===== config.mk =====
export PLATFORM = sky130hd
export DESIGN_NAME = wrp_shff_fifo_out_p_flat
export DESIGN_NICKNAME = d
export VERILOG_FILES = /design/src/rtl/wrp_shff_fifo_out_p_if.sv /design/src/rtl/wrp_shff_fifo_out_p.sv /design/src/flat_wrapper.sv
export SDC_FILE = /design/constraint.sdc
export NUM_CORES = 1
export LEC_CHECK = 0
export BUFFER_PORTS_ARGS = -buffer_cell sky130_fd_sc_hd__buf_2
export CORE_MARGIN = 1
export CORE_UTILIZATION = 31
export CTS_CLUSTER_DIAMETER = 100
export DETAILED_ROUTE_END_ITERATION = 10
export SETUP_SLACK_MARGIN = 0.5
export SYNTH_ARGS = -nofsm -noshare
export SYNTH_HDL_FRONTEND = slang
export SYNTH_SLANG_ARGS = --single-unit

===== constraint.sdc =====
create_clock -name clk -period 1.4 [get_ports clk]
set_input_delay 0.21 -clock clk [delete_from_list [all_inputs] [get_ports clk]]
set_output_delay 0.21 -clock clk [all_outputs]
set_load 0.02 [all_outputs]

===== src/rtl/wrp_shff_fifo_out_p_if.sv =====
// rtl/wrp_shff_fifo_out_p_if.sv - block-buffer read and FIFO write bundle for wrp_shff_fifo_out_p
// fifo_wlast exists only when WRP_SHFF_TLAST_EN is defined.
interface wrp_shff_fifo_out_p_if #(
  parameter int DW = 64,
  parameter int AW = 14
);
  logic          buf_empty;
  logic          buf_rdone;
  logic [AW-1:0] buf_ra;
  logic [DW-1:0] buf_rd;
  logic          fifo_af;
  logic          fifo_we;
  logic [DW-1:0] fifo_wd;
  logic          frame_done;
`ifdef WRP_SHFF_TLAST_EN
  logic          fifo_wlast;
`endif

  modport master (
    input  buf_empty, buf_rd, fifo_af,
    output buf_rdone, buf_ra, fifo_we, fifo_wd, frame_done
`ifdef WRP_SHFF_TLAST_EN
    , output fifo_wlast
`endif
  );

  modport slave (
    output buf_empty, buf_rd, fifo_af,
    input  buf_rdone, buf_ra, fifo_we, fifo_wd, frame_done
`ifdef WRP_SHFF_TLAST_EN
    , input fifo_wlast
`endif
  );
endinterface


===== src/rtl/wrp_shff_fifo_out_p.sv =====
// rtl/wrp_shff_fifo_out_p.sv - burst reader from shuffle block buffer to sync FIFO
// Optional fifo_wlast per-burst marker enabled by defining WRP_SHFF_TLAST_EN.
module wrp_shff_fifo_out_p #(
  parameter int DW         = 64,
  parameter int BURST_LOG2 = 4,
  parameter int BLK_LOG2   = 10,
  parameter int URAM_DELAY = 2
) (
  input  logic                  clk,
  input  logic                  srst,
  input  logic [1:0]            cfg_mode,
  output logic                  busy,
  wrp_shff_fifo_out_p_if.master io
);
  localparam int H = BLK_LOG2 / 2;

  typedef enum logic [1:0] {S_IDLE, S_START, S_BURST} state_t;

  state_t                  state, state_nx;
  logic                    ne_q, nf_q;
  logic [BURST_LOG2-1:0]   word_idx;
  logic [BLK_LOG2:0]       blk_cnt;
  logic [1:0]              mode_q;
  logic [BLK_LOG2-1:0]     b, b_tr, phys_blk;
  logic                    xpose;
  logic                    last_word;
  logic                    ra_vld, ra_eof;
  logic [URAM_DELAY-1:0]   dv, de;
`ifdef WRP_SHFF_TLAST_EN
  logic                    ra_last;
  logic [URAM_DELAY-1:0]   dl;
`endif

  assign b         = blk_cnt[BLK_LOG2-1:0];
  assign b_tr      = {b[H-1:0], b[BLK_LOG2-1:H]};
  assign last_word = (state == S_BURST) && (word_idx == '1);

  // Alternate mode transposes even frames and reads odd frames linearly.
  always_comb begin
    xpose = 1'b0;
    case (mode_q)
      2'd1:    xpose = 1'b1;
      2'd2:    xpose = ~blk_cnt[BLK_LOG2];
      default: xpose = 1'b0;
    endcase
    phys_blk = xpose ? b_tr : b;
  end

  always_comb begin
    state_nx = state;
    case (state)
      S_IDLE:  if (ne_q && nf_q) state_nx = S_START;
      S_START: state_nx = S_BURST;
      S_BURST: if (word_idx == '1) state_nx = (ne_q && nf_q) ? S_START : S_IDLE;
      default: state_nx = S_IDLE;
    endcase
  end

  always_ff @(posedge clk) begin
    if (srst) begin
      state        <= S_IDLE;
      ne_q         <= 1'b0;
      nf_q         <= 1'b0;
      word_idx     <= '0;
      blk_cnt      <= '0;
      mode_q       <= 2'd0;
      io.buf_rdone <= 1'b0;
      io.buf_ra    <= '0;
      ra_vld       <= 1'b0;
      ra_eof       <= 1'b0;
    end else begin
      state        <= state_nx;
      ne_q         <= ~io.buf_empty;
      nf_q         <= ~io.fifo_af;
      io.buf_rdone <= (state == S_START);
      ra_vld       <= (state == S_BURST);
      ra_eof       <= last_word && (b == '1);
      if (state == S_BURST) begin
        io.buf_ra <= {phys_blk, word_idx};
        word_idx  <= word_idx + 1'b1;
      end
      if (last_word) blk_cnt <= blk_cnt + 1'b1;
      // Order is only picked up at a frame boundary so a frame is never mixed.
      if (state == S_START && b == '0) mode_q <= (cfg_mode == 2'd3) ? 2'd0 : cfg_mode;
    end
  end

  // Flags ride alongside the buffer read latency so they line up with buf_rd.
  always_ff @(posedge clk) begin
    if (srst) begin
      dv            <= '0;
      de            <= '0;
      io.fifo_we    <= 1'b0;
      io.fifo_wd    <= '0;
      io.frame_done <= 1'b0;
    end else begin
      dv[0] <= ra_vld;
      de[0] <= ra_eof;
      for (int i = 1; i < URAM_DELAY; i++) begin
        dv[i] <= dv[i-1];
        de[i] <= de[i-1];
      end
      io.fifo_we    <= dv[URAM_DELAY-1];
      io.frame_done <= dv[URAM_DELAY-1] & de[URAM_DELAY-1];
      if (dv[URAM_DELAY-1]) io.fifo_wd <= io.buf_rd;
    end
  end

`ifdef WRP_SHFF_TLAST_EN
  always_ff @(posedge clk) begin
    if (srst) begin
      ra_last       <= 1'b0;
      dl            <= '0;
      io.fifo_wlast <= 1'b0;
    end else begin
      ra_last <= last_word;
      dl[0]   <= ra_last;
      for (int i = 1; i < URAM_DELAY; i++) dl[i] <= dl[i-1];
      io.fifo_wlast <= dv[URAM_DELAY-1] & dl[URAM_DELAY-1];
    end
  end
`endif

  assign busy = (state != S_IDLE) | ra_vld | (|dv) | io.fifo_we;
endmodule


===== src/flat_wrapper.sv =====
// flat-port wrapper written by rule: the top's interface ports become plain ports
module wrp_shff_fifo_out_p_flat 
#(
  parameter int DW         = 64,
  parameter int BURST_LOG2 = 4,
  parameter int BLK_LOG2   = 10,
  parameter int URAM_DELAY = 2
)
  (clk, srst, cfg_mode, busy, io_buf_empty, io_buf_rd, io_fifo_af, io_buf_rdone, io_buf_ra, io_fifo_we, io_fifo_wd, io_frame_done);
  wrp_shff_fifo_out_p_if #(.DW(DW), .AW((BLK_LOG2 + BURST_LOG2))) io_i ();
  input  logic clk;
  input  logic srst;
  input  logic [1:0] cfg_mode;
  output logic busy;
  input wire logic [$bits(io_i.buf_empty)-1:0] io_buf_empty;
  input wire logic [$bits(io_i.buf_rd)-1:0] io_buf_rd;
  input wire logic [$bits(io_i.fifo_af)-1:0] io_fifo_af;
  output wire logic [$bits(io_i.buf_rdone)-1:0] io_buf_rdone;
  output wire logic [$bits(io_i.buf_ra)-1:0] io_buf_ra;
  output wire logic [$bits(io_i.fifo_we)-1:0] io_fifo_we;
  output wire logic [$bits(io_i.fifo_wd)-1:0] io_fifo_wd;
  output wire logic [$bits(io_i.frame_done)-1:0] io_frame_done;
  assign io_i.buf_empty = io_buf_empty;
  assign io_i.buf_rd = io_buf_rd;
  assign io_i.fifo_af = io_fifo_af;
  assign io_buf_rdone = io_i.buf_rdone;
  assign io_buf_ra = io_i.buf_ra;
  assign io_fifo_we = io_i.fifo_we;
  assign io_fifo_wd = io_i.fifo_wd;
  assign io_frame_done = io_i.frame_done;
  wrp_shff_fifo_out_p #(.DW(DW), .BURST_LOG2(BURST_LOG2), .BLK_LOG2(BLK_LOG2), .URAM_DELAY(URAM_DELAY)) u_core (.clk(clk), .srst(srst), .cfg_mode(cfg_mode), .busy(busy), .io(io_i));
endmodule

==> results of run 1 <==
## sequential cells by signal, indices dropped and copies added, names as in the netlist
name                  cells
u_core.word_idx           4
u_core.io.fifo_we         1
u_core.io.buf_rdone       1
u_core.io.frame_done      1
u_core.ra_eof             1
u_core.mode_q             2
u_core.nf_q               1
u_core.dv                 2
u_core.blk_cnt           11
u_core.state              2
u_core.io.fifo_wd        64
u_core.de                 2
u_core.io.buf_ra         14
u_core.ne_q               1
u_core.ra_vld             1
## power groups by stage
stage | Sequential (µW) | Clock [µW] | Combinational [µW]
4_1_cts | 3090 | 2440 | 299
3_3_place_gp | 3160 | 0 | 247
6_report | 3090 | 2380 | 329
2_1_floorplan | 3180 | 0 | 100
3_5_place_dp | 3160 | 0 | 253
5_1_grt | 3090 | 2590 | 351
## per-stage QoR
stage	utilization [%]	setup slack (ns)	total power [µW]	TNS [ns]	std cells
2_1_floorplan	-	0.0582	3280	0	406
3_3_place_gp	41.5	-0.0371	3410	-0.0718	725
3_5_place_dp	41.5	-0.0933	3420	-0.526	725
4_1_cts	54.6	-0.0689	5840	-0.197	777
5_1_grt	57.9	-0.112	6030	-1.07	800
6_report	57.9	-0.0667	5810	-0.262	800
## kinds of logic after synthesis
kind of cell | count (synthesis)
adder cells (fa/ha/maj) | 5
AO/OA/AOI/OAI | 20
XOR/XNOR | 12
AND/OR/NAND/NOR | 149
buffers and inverters | 35
multiplexers | 77
flip-flops | 108
## area by class of cell
class | count | area (µm²) | area share (%)
flip-flops and latches | 108 | 2300 | 31.3
clock inverters | 2 | 10.0 | 0.136
repair buffers | 234 | 2330 | 31.7
multi-input cells | 264 | 2200 | 30.0
inverters | 7 | 26.3 | 0.358
clock buffers | 13 | 260 | 3.55
well taps | 172 | 215 | 2.93
## metal layers
metal  up-vias  share of wire (%)  GRT usage [%]  wire (µm)
li1       1802                  -              -          -
met1      1812                 40           19.5       5020
met2       102                 54           31.4       6680
met3        17                3.5           3.37        439
met4         0                2.3           8.63        284
met5         -                  0              0          0
## cell usage after synthesis, types with 2 or more instances
cell type / number / share of area [%]
nand3_1: 3 / 0.37
nand4b_1: 2 / 0.43
buf_2: 12 / 1.5
a211oi_1: 10 / 1.9
clkbuf_1: 13 / 1.2
nor2b_1: 10 / 1.5
nand4_1: 5 / 0.77
ha_1: 5 / 1.5
a21oi_1: 7 / 0.87
nand2b_1: 3 / 0.46
nor3_1: 5 / 0.62
nor4_1: 3 / 0.46
buf_1: 2 / 0.19
xnor2_1: 10 / 2.2
mux2i_1: 76 / 19
inv_1: 7 / 0.65
nand2_1: 17 / 1.6
nor2_1: 96 / 8.9
dfxtp_1: 108 / 53
xor2_1: 2 / 0.43
## worst paths after layout
| path | from | endpoint | slack, ns | cells after the start |
|---|---|---|---|---|
| worst min-delay path | io_buf_empty | u_core.ne_q$_SDFF_PP0_ | 0.02 | 2 |
| worst max-delay path | u_core.blk_cnt[6]$_SDFFE_PP0P_ | u_core.mode_q[1]$_SDFFE_PP0P_ | -0.07 | 4 |
| worst max register to register | u_core.blk_cnt[6]$_SDFFE_PP0P_ | u_core.mode_q[1]$_SDFFE_PP0P_ | -0.07 | 4 |
| worst min register to register | u_core.de[0]$_SDFF_PP0_ | u_core.de[1]$_SDFF_PP0_ | 0.44 | 1 |
## repair_timing
action,4_1_cts,5_1_grt
setup buffers,27,20
pin swaps,31,35
cloned,10,3
gates resized for setup,320,40
endpoints found under the setup margin,182,183
==> flow_summary.json, run 1 <==
{
  "synth_area_um2": 4040,
  "fin_ws_ns": -0.0667,
  "start_kind": "flop",
  "layout-drive-gt1-share_pct": 64.6,
  "synth_enable_flop_cells": 0,
  "maxSlewHeadroom_pct": 81.0,
  "violations": "negative setup slack",
  "place_congestion": 0.754,
  "finalHoldViolCount": 0,
  "ioPinCount": 152,
  "critPathMaxStageDelay_ns": 0.46,
  "period_minus_slack_ns": 1.47,
  "fin_skew_ns": 0.0138,
  "cap_violations": 0,
  "yosysWarnings": 0,
  "power.net_switching_uw": 1270,
  "cts_buffers": 9,
  "clk_pin_slew_ns": 0.07,
  "outcome": "finished with violations",
  "min_path_type": "primary input to flop",
  "synth_compound_area_share_pct": 3.25,
  "finalSetupViolCount": 8,
  "grt_pass1_vias": 3620,
  "leakagePower_uw": 0.00312,
  "slew_violations": 0,
  "h-tree-depth": 3,
  "worst_pin_slew_ns": 0.285,
  "swShare_pct": 21.8,
  "drc_errors": 0,
  "synth_fp_nets": 481,
  "synth_async_sr_flop_share_pct": 0,
  "seq_area_frac_synth_pct": 53.5,
  "area_delta_synth_final_pct": 81.5,
  "hold_ws_ns": 0.0153,
  "avgSynthCellArea_um2": 9.96,
  "n_antenna_cell": 0,
  "rsz0062_at_grt": "true",
  "grt_max_degree": 55,
  "numPortBuffers": 151,
  "first_pass_iters": 4,
  "grt_pass1_wl_um": 17900,
  "power_density_nw_per_um2": 791,
  "clock.fmax_mhz": 682,
  "arrival_ns": 1.70,
  "cts_buffer_depth": 2,
  "synth_top_family_by_area": "multiplexers",
  "die_w_um": 116,
  "wl_per_cell_um": 15.5,
  "ys_types": 30,
  "p_seq_share_pct": 53.3,
  "numClockSinks": 108,
  "ctsHoldBuffers": 0,
  "path_cells": "nor4_4 -> nand4_1 -> or4_4 -> mux2i_1",
  "peakVddDrop_v": 0.000558,
  "path_buf_inv": 0,
  "root_buffer": "clkbuf_16",
  "routed_wl_um": 12400,
  "route.vias.total": 3733,
  "syn-instance-count": 406,
  "worstSetupPathType": "flop to flop",
  "p_comb_share_pct": 5.7,
  "synthFlopType": "dfxtp_1",
  "synth_xor_area_share_pct": 2.60,
  "cpMaxStageDelayCell": "or4_4",
  "dpl-instance-area_um2": 5260,
  "required_ns": 1.63,
  "die-area_um2": 13500,
  "final_area_um2": 7340,
  "mostFrequentLayoutCells": "buf_6, nor2_1, dfxtp_2",
  "row_count": 41,
  "layout_commonest_cell": "buf_6",
  "ant_nets": 0,
  "clkLatencyLatePin_ns": 0.35,
  "grt.total_usage_pct": 17.4,
  "vias_per_cell": 4.67,
  "p_int_uw": 4540,
  "first_iter_violations": 148,
  "worstPathMaxFanout": 2,
  "clkPwrFrac_pct": 41.1,
  "num-nets-final": 699,
  "antenna_found_initial": 0,
  "core-area_um2": 12700,
  "cts_tree": "yes",
  "crit_path_end_kind": "flop",
  "hpwl_um": 6650,
  "dieHeight_um": 116,
  "synth_fa_ha_area_share_pct": 1.55,
  "start_util_pct": 31.9,
  "period_share_pct": 105,
  "synthMuxAreaShare_pct": 19.1,
  "fillCellCount": 1060,
  "ys_seq_elements": 108,
  "overflow": 0,
  "synthSimpleGateAreaFrac_pct": 16.4,
  "cpLargestDelayFamily": "simple AND/OR/NAND/NOR gates"
}
(Power assumes the default switching activity.)
==> inputs of run 2 (changes only) <==
--- a/config.mk
+++ b/config.mk
@@ -5,11 +5,12 @@
 export SDC_FILE = /design/constraint.sdc
 export NUM_CORES = 1
 export LEC_CHECK = 0
-export BUFFER_PORTS_ARGS = -buffer_cell sky130_fd_sc_hd__buf_2
+export ABC_CLOCK_PERIOD_IN_PS = 1800
 export CORE_MARGIN = 1
 export CORE_UTILIZATION = 31
 export CTS_CLUSTER_DIAMETER = 100
 export DETAILED_ROUTE_END_ITERATION = 10
+export DONT_BUFFER_PORTS = 1
 export SETUP_SLACK_MARGIN = 0.5
 export SYNTH_ARGS = -nofsm -noshare
 export SYNTH_HDL_FRONTEND = slang
==> constraint.sdc (replaced) <==
create_clock -name clk -period 1.8 [get_ports clk]
set_input_delay 0.27 -clock clk [delete_from_list [all_inputs] [get_ports clk]]
set_output_delay 0.27 -clock clk [all_outputs]
set_load 0.02 [all_outputs]
==> run 2 against run 1 <==
Compared with the run above: the run ends with negative hold slack left; clock skew down 0.00091 ns; final area fell by 33%; sequential power down 22%; routed wire length shrank 31%; global-route usage decreased by 5.3 points; first-iteration DRC count is 51% lower; non-clock buffer count is 207 lower; utilization decreased by 19 points; clock power shrank 21%; sequential cell count did not move; die area stayed put; via count is 25% lower; largest power group unchanged.
==> flow_summary.json, run 2 (same netlist as run 1, synthesis figures left out) <==
{
  "outcome": "finished with violations",
  "violations": "negative hold slack",
  "row_count": 41,
  "cts_buffer_depth": 2,
  "layout_commonest_cell": "nor2_1",
  "required_ns": 2.04,
  "crit_path_end_kind": "flop",
  "clkLatencyLatePin_ns": 0.35,
  "drc_errors": 0,
  "grt_pass1_vias": 2601,
  "first_pass_iters": 5,
  "worstSetupPathType": "flop to flop",
  "fillCellCount": 1250,
  "root_buffer": "clkbuf_16",
  "dpl-instance-area_um2": 4240,
  "mostFrequentLayoutCells": "nor2_1, dfxtp_1, mux2i_1",
  "cpMaxStageDelayCell": "dfxtp_4",
  "ctsHoldBuffers": 8,
  "critPathMaxStageDelay_ns": 0.37,
  "largest_registers": "u_core.io.fifo_wd (64), u_core.io.buf_ra (14), u_core.blk_cnt (11)",
  "wl_per_cell_um": 14.4,
  "worst_pin_slew_ns": 0.324,
  "die-area_um2": 13500,
  "vias_per_cell": 4.72,
  "layout.area.seq_um2": 2210,
  "worstPathMaxFanout": 5,
  "area_delta_synth_final_pct": 22.0,
  "num-nets-final": 491,
  "place_congestion": 0.831,
  "ant_nets": 0,
  "h-tree-depth": 3,
  "fin_skew_ns": 0.0129,
  "grt.total_usage_pct": 12.1,
  "routed_wl_um": 8560,
  "clk_pin_slew_ns": 0.07,
  "cts_buffers": 9,
  "rsz0062_at_grt": "true",
  "final_area_um2": 4930,
  "min_path_type": "primary input to flop",
  "largest_reg_flops": 64,
  "cts_tree": "yes",
  "hold_ws_ns": -0.0185,
  "overflow": 0,
  "ioPinCount": 152,
  "cap_violations": 0,
  "numClockSinks": 108,
  "start_kind": "flop",
  "power_density_nw_per_um2": 883,
  "die_w_um": 116,
  "leakagePower_uw": 0.00169,
  "dieHeight_um": 116,
  "path_cells": "nand4b_1 -> buf_4 -> nor4_4 -> xnor2_1 -> nor2_1",
  "layout-drive-gt1-share_pct": 19.5,
  "route.vias.total": 2798,
  "top_register": "u_core.io.fifo_wd",
  "grt_pass1_wl_um": 12300,
  "numPortBuffers": 0,
  "arrival_ns": 1.71,
  "maxSlewHeadroom_pct": 78.3,
  "n_antenna_cell": 0,
  "peakVddDrop_v": 0.000358,
  "start_util_pct": 31.9,
  "period_share_pct": 81.7,
  "multi_input_area_um2": 1930,
  "hpwl_um": 5420,
  "first_iter_violations": 73,
  "core-area_um2": 12700,
  "clock.fmax_mhz": 680,
  "period_minus_slack_ns": 1.47,
  "finalSetupViolCount": 0,
  "slew_violations": 0,
  "grt_max_degree": 111,
  "antenna_found_initial": 0,
  "finalHoldViolCount": 12,
  "tns_ns": 0
}
==> run 2: cell types whose count changed in the layout (fill, tap and decap cells not counted), sizes merged <==
cell / change
buf: -213
clkbuf: -5
clkinv: +1
clkinvlp: +2
dlygate4sd3: +8
inv: +1
nand3: -1
==> run 2: final cells by class <==
cell class | count | share of cell area (%)
inverters | 7 | 0.533
multi-input cells | 263 | 39.1
clock buffers | 10 | 4.85
clock inverters | 6 | 0.989
well taps | 172 | 4.36
repair buffers | 27 | 5.45
flip-flops and latches | 108 | 44.7
==> run 2: per-layer routing <==
layer	vias to the layer above	global-route usage [%]	share of wire (%)
met1	1302	13.6	43
li1	1373	-	-
met3	11	4.15	6.9
met4	0	7.18	1.8
met2	112	20.0	48
met5	-	0	0
==> run 2: where the power goes <==
part | switching (µW) | total, µW | internal (µW) | leakage, µW
Sequential | 22.9 | 2410 | 2390 | 0.000882
Combinational | 25.4 | 61.5 | 36.1 | 0.000668
Clock | 894 | 1880 | 988 | 0.000137
==> run 2: worst paths after layout <==
kind / start / slack, ns / to / cells after the start
setup reg to reg: u_core.state[0]$_SDFFE_PP0P_ / 0.33 / u_core.blk_cnt[7]$_SDFFE_PP0P_ / 5
setup / recovery: u_core.state[0]$_SDFFE_PP0P_ / 0.33 / u_core.blk_cnt[7]$_SDFFE_PP0P_ / 5
hold reg to reg: u_core.de[1]$_SDFF_PP0_ / 0.43 / u_core.io.frame_done$_SDFF_PP0_ / 1
hold / removal: srst / -0.02 / u_core.io.buf_ra[4]$_SDFFE_PP0N_ / 1
==> run 2: worst max-delay path: cells and delay by family, from the launching register on <==
kind	cells	cell delay, ns
and+or+nand+nor	3	0.56
xor gates and xnor gates	1	0.16
buffers and inverters	1	0.26
DFF	1	0.37
==> run 2: through the flow <==
| stage | total power [µW] | setup slack, ns | std cells | utilization, % |
|---|---|---|---|---|
| floorplan | 2540 | 0.458 | 406 | - |
| detailed placement | 2520 | 0.236 | 556 | 33.5 |
| global route | 4530 | 0.264 | 593 | 38.9 |
| global placement | 2520 | 0.264 | 556 | 33.5 |
| CTS | 4420 | 0.364 | 587 | 37.7 |
| finish | 4360 | 0.329 | 593 | 38.9 |
==> run 2: repair_timing <==
action,in CTS,in global routing
buffers inserted,6,5
pin swaps,11,6
hold endpoints to repair,99,93
setup endpoints to repair,20,26
cloned,1,1
resized for setup,31,22
==> inputs of run 3 (changes only) <==
--- a/config.mk
+++ b/config.mk
@@ -5,7 +5,8 @@
 export SDC_FILE = /design/constraint.sdc
 export NUM_CORES = 1
 export LEC_CHECK = 0
-export ABC_CLOCK_PERIOD_IN_PS = 1800
+export ABC_AREA = 1
+export ABC_CLOCK_PERIOD_IN_PS = 1400
 export CORE_MARGIN = 1
 export CORE_UTILIZATION = 31
 export CTS_CLUSTER_DIAMETER = 100
==> constraint.sdc (replaced) <==
create_clock -name clk -period 1.4 [get_ports clk]
set_input_delay 0.21 -clock clk [delete_from_list [all_inputs] [get_ports clk]]
set_output_delay 0.21 -clock clk [all_outputs]
set_load 0.02 [all_outputs]
==> run 3 against run 2 <==
Compared with the run above: the run now ends clean; count of clock-buffer cells in the layout up 3; clock skew shrank 0.0058 ns; routed wire length is 65% higher; non-clock buffer count is 77 higher; via count is 45% higher; worst hold slack gained 0.030 ns; critical endpoint is now busy; largest cell class unchanged; highest routed layer unchanged.
==> flow_summary.json, run 3 <==
{
  "finalSetupViolCount": 0,
  "clock.fmax_mhz": 738,
  "layout-drive-gt1-share_pct": 51.7,
  "fin_skew_ns": 0.00708,
  "yosysMostFrequentCell": "nor2_1",
  "layout.cells.non_filler": 810,
  "mostFrequentLayoutCells": "nor2_1, dfxtp_4, o21ai_2",
  "first_iter_violations": 164,
  "ys_top_cells_by_count": "nor2_1, dfxtp_1, o21ai_0",
  "overflow": 0,
  "worstPathMaxFanout": 2,
  "top_layer": "met4",
  "leakagePower_uw": 0.00271,
  "largest_reg_flops": 64,
  "cap_violations": 0,
  "start_kind": "flop",
  "grt.total_usage_pct": 19.1,
  "wl_per_cell_um": 17.4,
  "dieHeight_um": 118,
  "synth_area_leaders": "dfxtp_1, nor2_1, o21ai_0",
  "ioPinCount": 152,
  "cts_buffer_depth": 2,
  "swShare_pct": 22.7,
  "met1_length_um": 5500,
  "peakVddDrop_v": 0.000577,
  "synth_area_um2": 4160,
  "die-area_um2": 13900,
  "fin_util_pct": 54.4,
  "route.met3.wl_um": 895,
  "yosys.area.top_type_share_pct": 52.0,
  "dpl.cell_count": 697,
  "clkPwrFrac_pct": 45.6,
  "arrival_ns": 1.15,
  "p_comb_share_pct": 6.5,
  "drc_errors": 0,
  "row_count": 41,
  "ys_types": 28,
  "antenna_found_initial": 0,
  "largest_registers": "u_core.io.fifo_wd (64), u_core.io.buf_ra (14), u_core.blk_cnt (11)",
  "ant_nets": 0,
  "numClockSinks": 108,
  "vias_per_cell": 5.00,
  "dpl-instance-area_um2": 4410,
  "core-area_um2": 12800,
  "worst_pin_slew_ns": 0.729,
  "syn-instance-count": 547,
  "routed_wl_um": 14100,
  "startpoint": "u_core.dv[0]$_SDFF_PP0_",
  "p_seq_share_pct": 47.9,
  "synth_async_sr_flop_share_pct": 0,
  "grt_pass1_wl_um": 20600,
  "required_ns": 1.19,
  "start_util_pct": 32.4,
  "crit_path_end_kind": "output pin",
  "layout_commonest_cell": "nor2_1",
  "power.net_switching_uw": 1410,
  "h-tree-depth": 3,
  "hpwl_um": 6580,
  "rsz0062_at_grt": "true",
  "first_pass_iters": 4,
  "outcome": "finished clean",
  "seq_area_frac_synth_pct": 52.0,
  "route.vias.total": 4048,
  "finalHoldViolCount": 0,
  "maxSlewHeadroom_pct": 51.4,
  "slew_violations": 0,
  "grt_max_degree": 59,
  "synth_enable_flop_cells": 0,
  "ys_seq_elements": 108,
  "area_delta_synth_final_pct": 68.0,
  "die_w_um": 118,
  "clk_pin_slew_ns": 0.07,
  "cts_tree": "yes",
  "period_minus_slack_ns": 1.36,
  "clkLatencyLatePin_ns": 0.35,
  "avgSynthCellArea_um2": 7.60,
  "period_share_pct": 96.8,
  "final_area_um2": 6980,
  "p_int_uw": 4820,
  "r2r_setup_slack_ns": 0.08,
  "numPortBuffers": 0,
  "fin_ws_ns": 0.0447,
  "yosysWarnings": 0,
  "synth_fp_nets": 622,
  "preCtsSetupSlack_ns": 0.0878,
  "n_antenna_cell": 0,
  "min_path_type": "primary input to flop",
  "hp-start": "io_buf_rd[34]",
  "regToRegStartpoint": "u_core.state[0]$_SDFFE_PP0P_",
  "cts_buffers": 9,
  "root_buffer": "clkbuf_16",
  "worstSetupPathType": "flop to output pin",
  "top_register": "u_core.io.fifo_wd",
  "synth_top_cell_by_area": "dfxtp_1",
  "place_congestion": 0.765,
  "met2_length_um": 7410,
  "power_density_nw_per_um2": 892,
  "num-nets-final": 708,
  "grt_pass1_vias": 4073,
  "synthFlopType": "dfxtp_1"
}
[run 3: logic make-up (layout without fill, tap and decap cells)]
logic type | Yosys count | in the layout | share of synthesized area [%]
compound gates | 109 | 109 | 13.2
buf+inv | 70 | 159 | 7.74
flops | 108 | 108 | 52.0
fa+ha+maj | 5 | 5 | 1.51
simple gates | 254 | 256 | 25.3
xor+xnor | 1 | 1 | 0.211
[run 3: power by group through the flow]
| stage | combinational, µW | sequential (µW) | clock, µW |
|---|---|---|---|
| 2_1_floorplan | 114 | 3200 | 0 |
| 3_3_place_gp | 128 | 3210 | 0 |
| 3_5_place_dp | 131 | 3210 | 0 |
| 4_1_cts | 338 | 2990 | 2880 |
| 5_1_grt | 430 | 2990 | 3020 |
| 6_report | 404 | 2990 | 2840 |
[run 3: layer usage]
metal	vias up	track usage, %
met5	-	0
li1	1923	-
met4	0	10.2
met2	157	34.4
met3	19	5.18
met1	1949	20.2
[run 3: final cells by class]
class	count	area (µm²)
timing repair buffer	104	1290
fill	1075	5840
sequential	108	2510
tap	172	215
multi-input combinational	371	2450
clock inverter	3	47.5
inverter	39	173
clock buffer	13	293
[run 3: path summary, 6_finish.rpt]
| path | endpoint | cells after the start |
|---|---|---|
| worst min-delay path | u_core.io.fifo_wd[34]$_SDFFE_PP0P_ | 2 |
| worst max-delay path | busy | 2 |
| worst min register to register | u_core.de[0]$_SDFF_PP0_ | 2 |
| worst max register to register | u_core.blk_cnt[3]$_SDFFE_PP0P_ | 6 |
[run 3: stage by stage]
stage               power [µW]  hold WS [ns]  setup TNS, ns
floorplan                 3310         0.282              0
global placement          3330         0.279              0
detailed placement        3340         0.281              0
CTS                       6210      0.000394              0
global route              6440       0.00677       -0.00277
finish                    6230        0.0120              0
[run 3: repair_timing]
item | CTS | global route
hold endpoints to repair | 72 | 1
pin swaps | 63 | 56
setup buffers | 16 | 8
hold buffers | 59 | 1
gates resized for setup | 336 | 120
setup endpoints to repair | 157 | 190
cloned | 11 | 2
[run 3: worst max-delay path: stages, from the launching register on]
cell and delay [ns]:
dfxtp_2 0.34, nor4_4 0.31, nand3_4 0.15
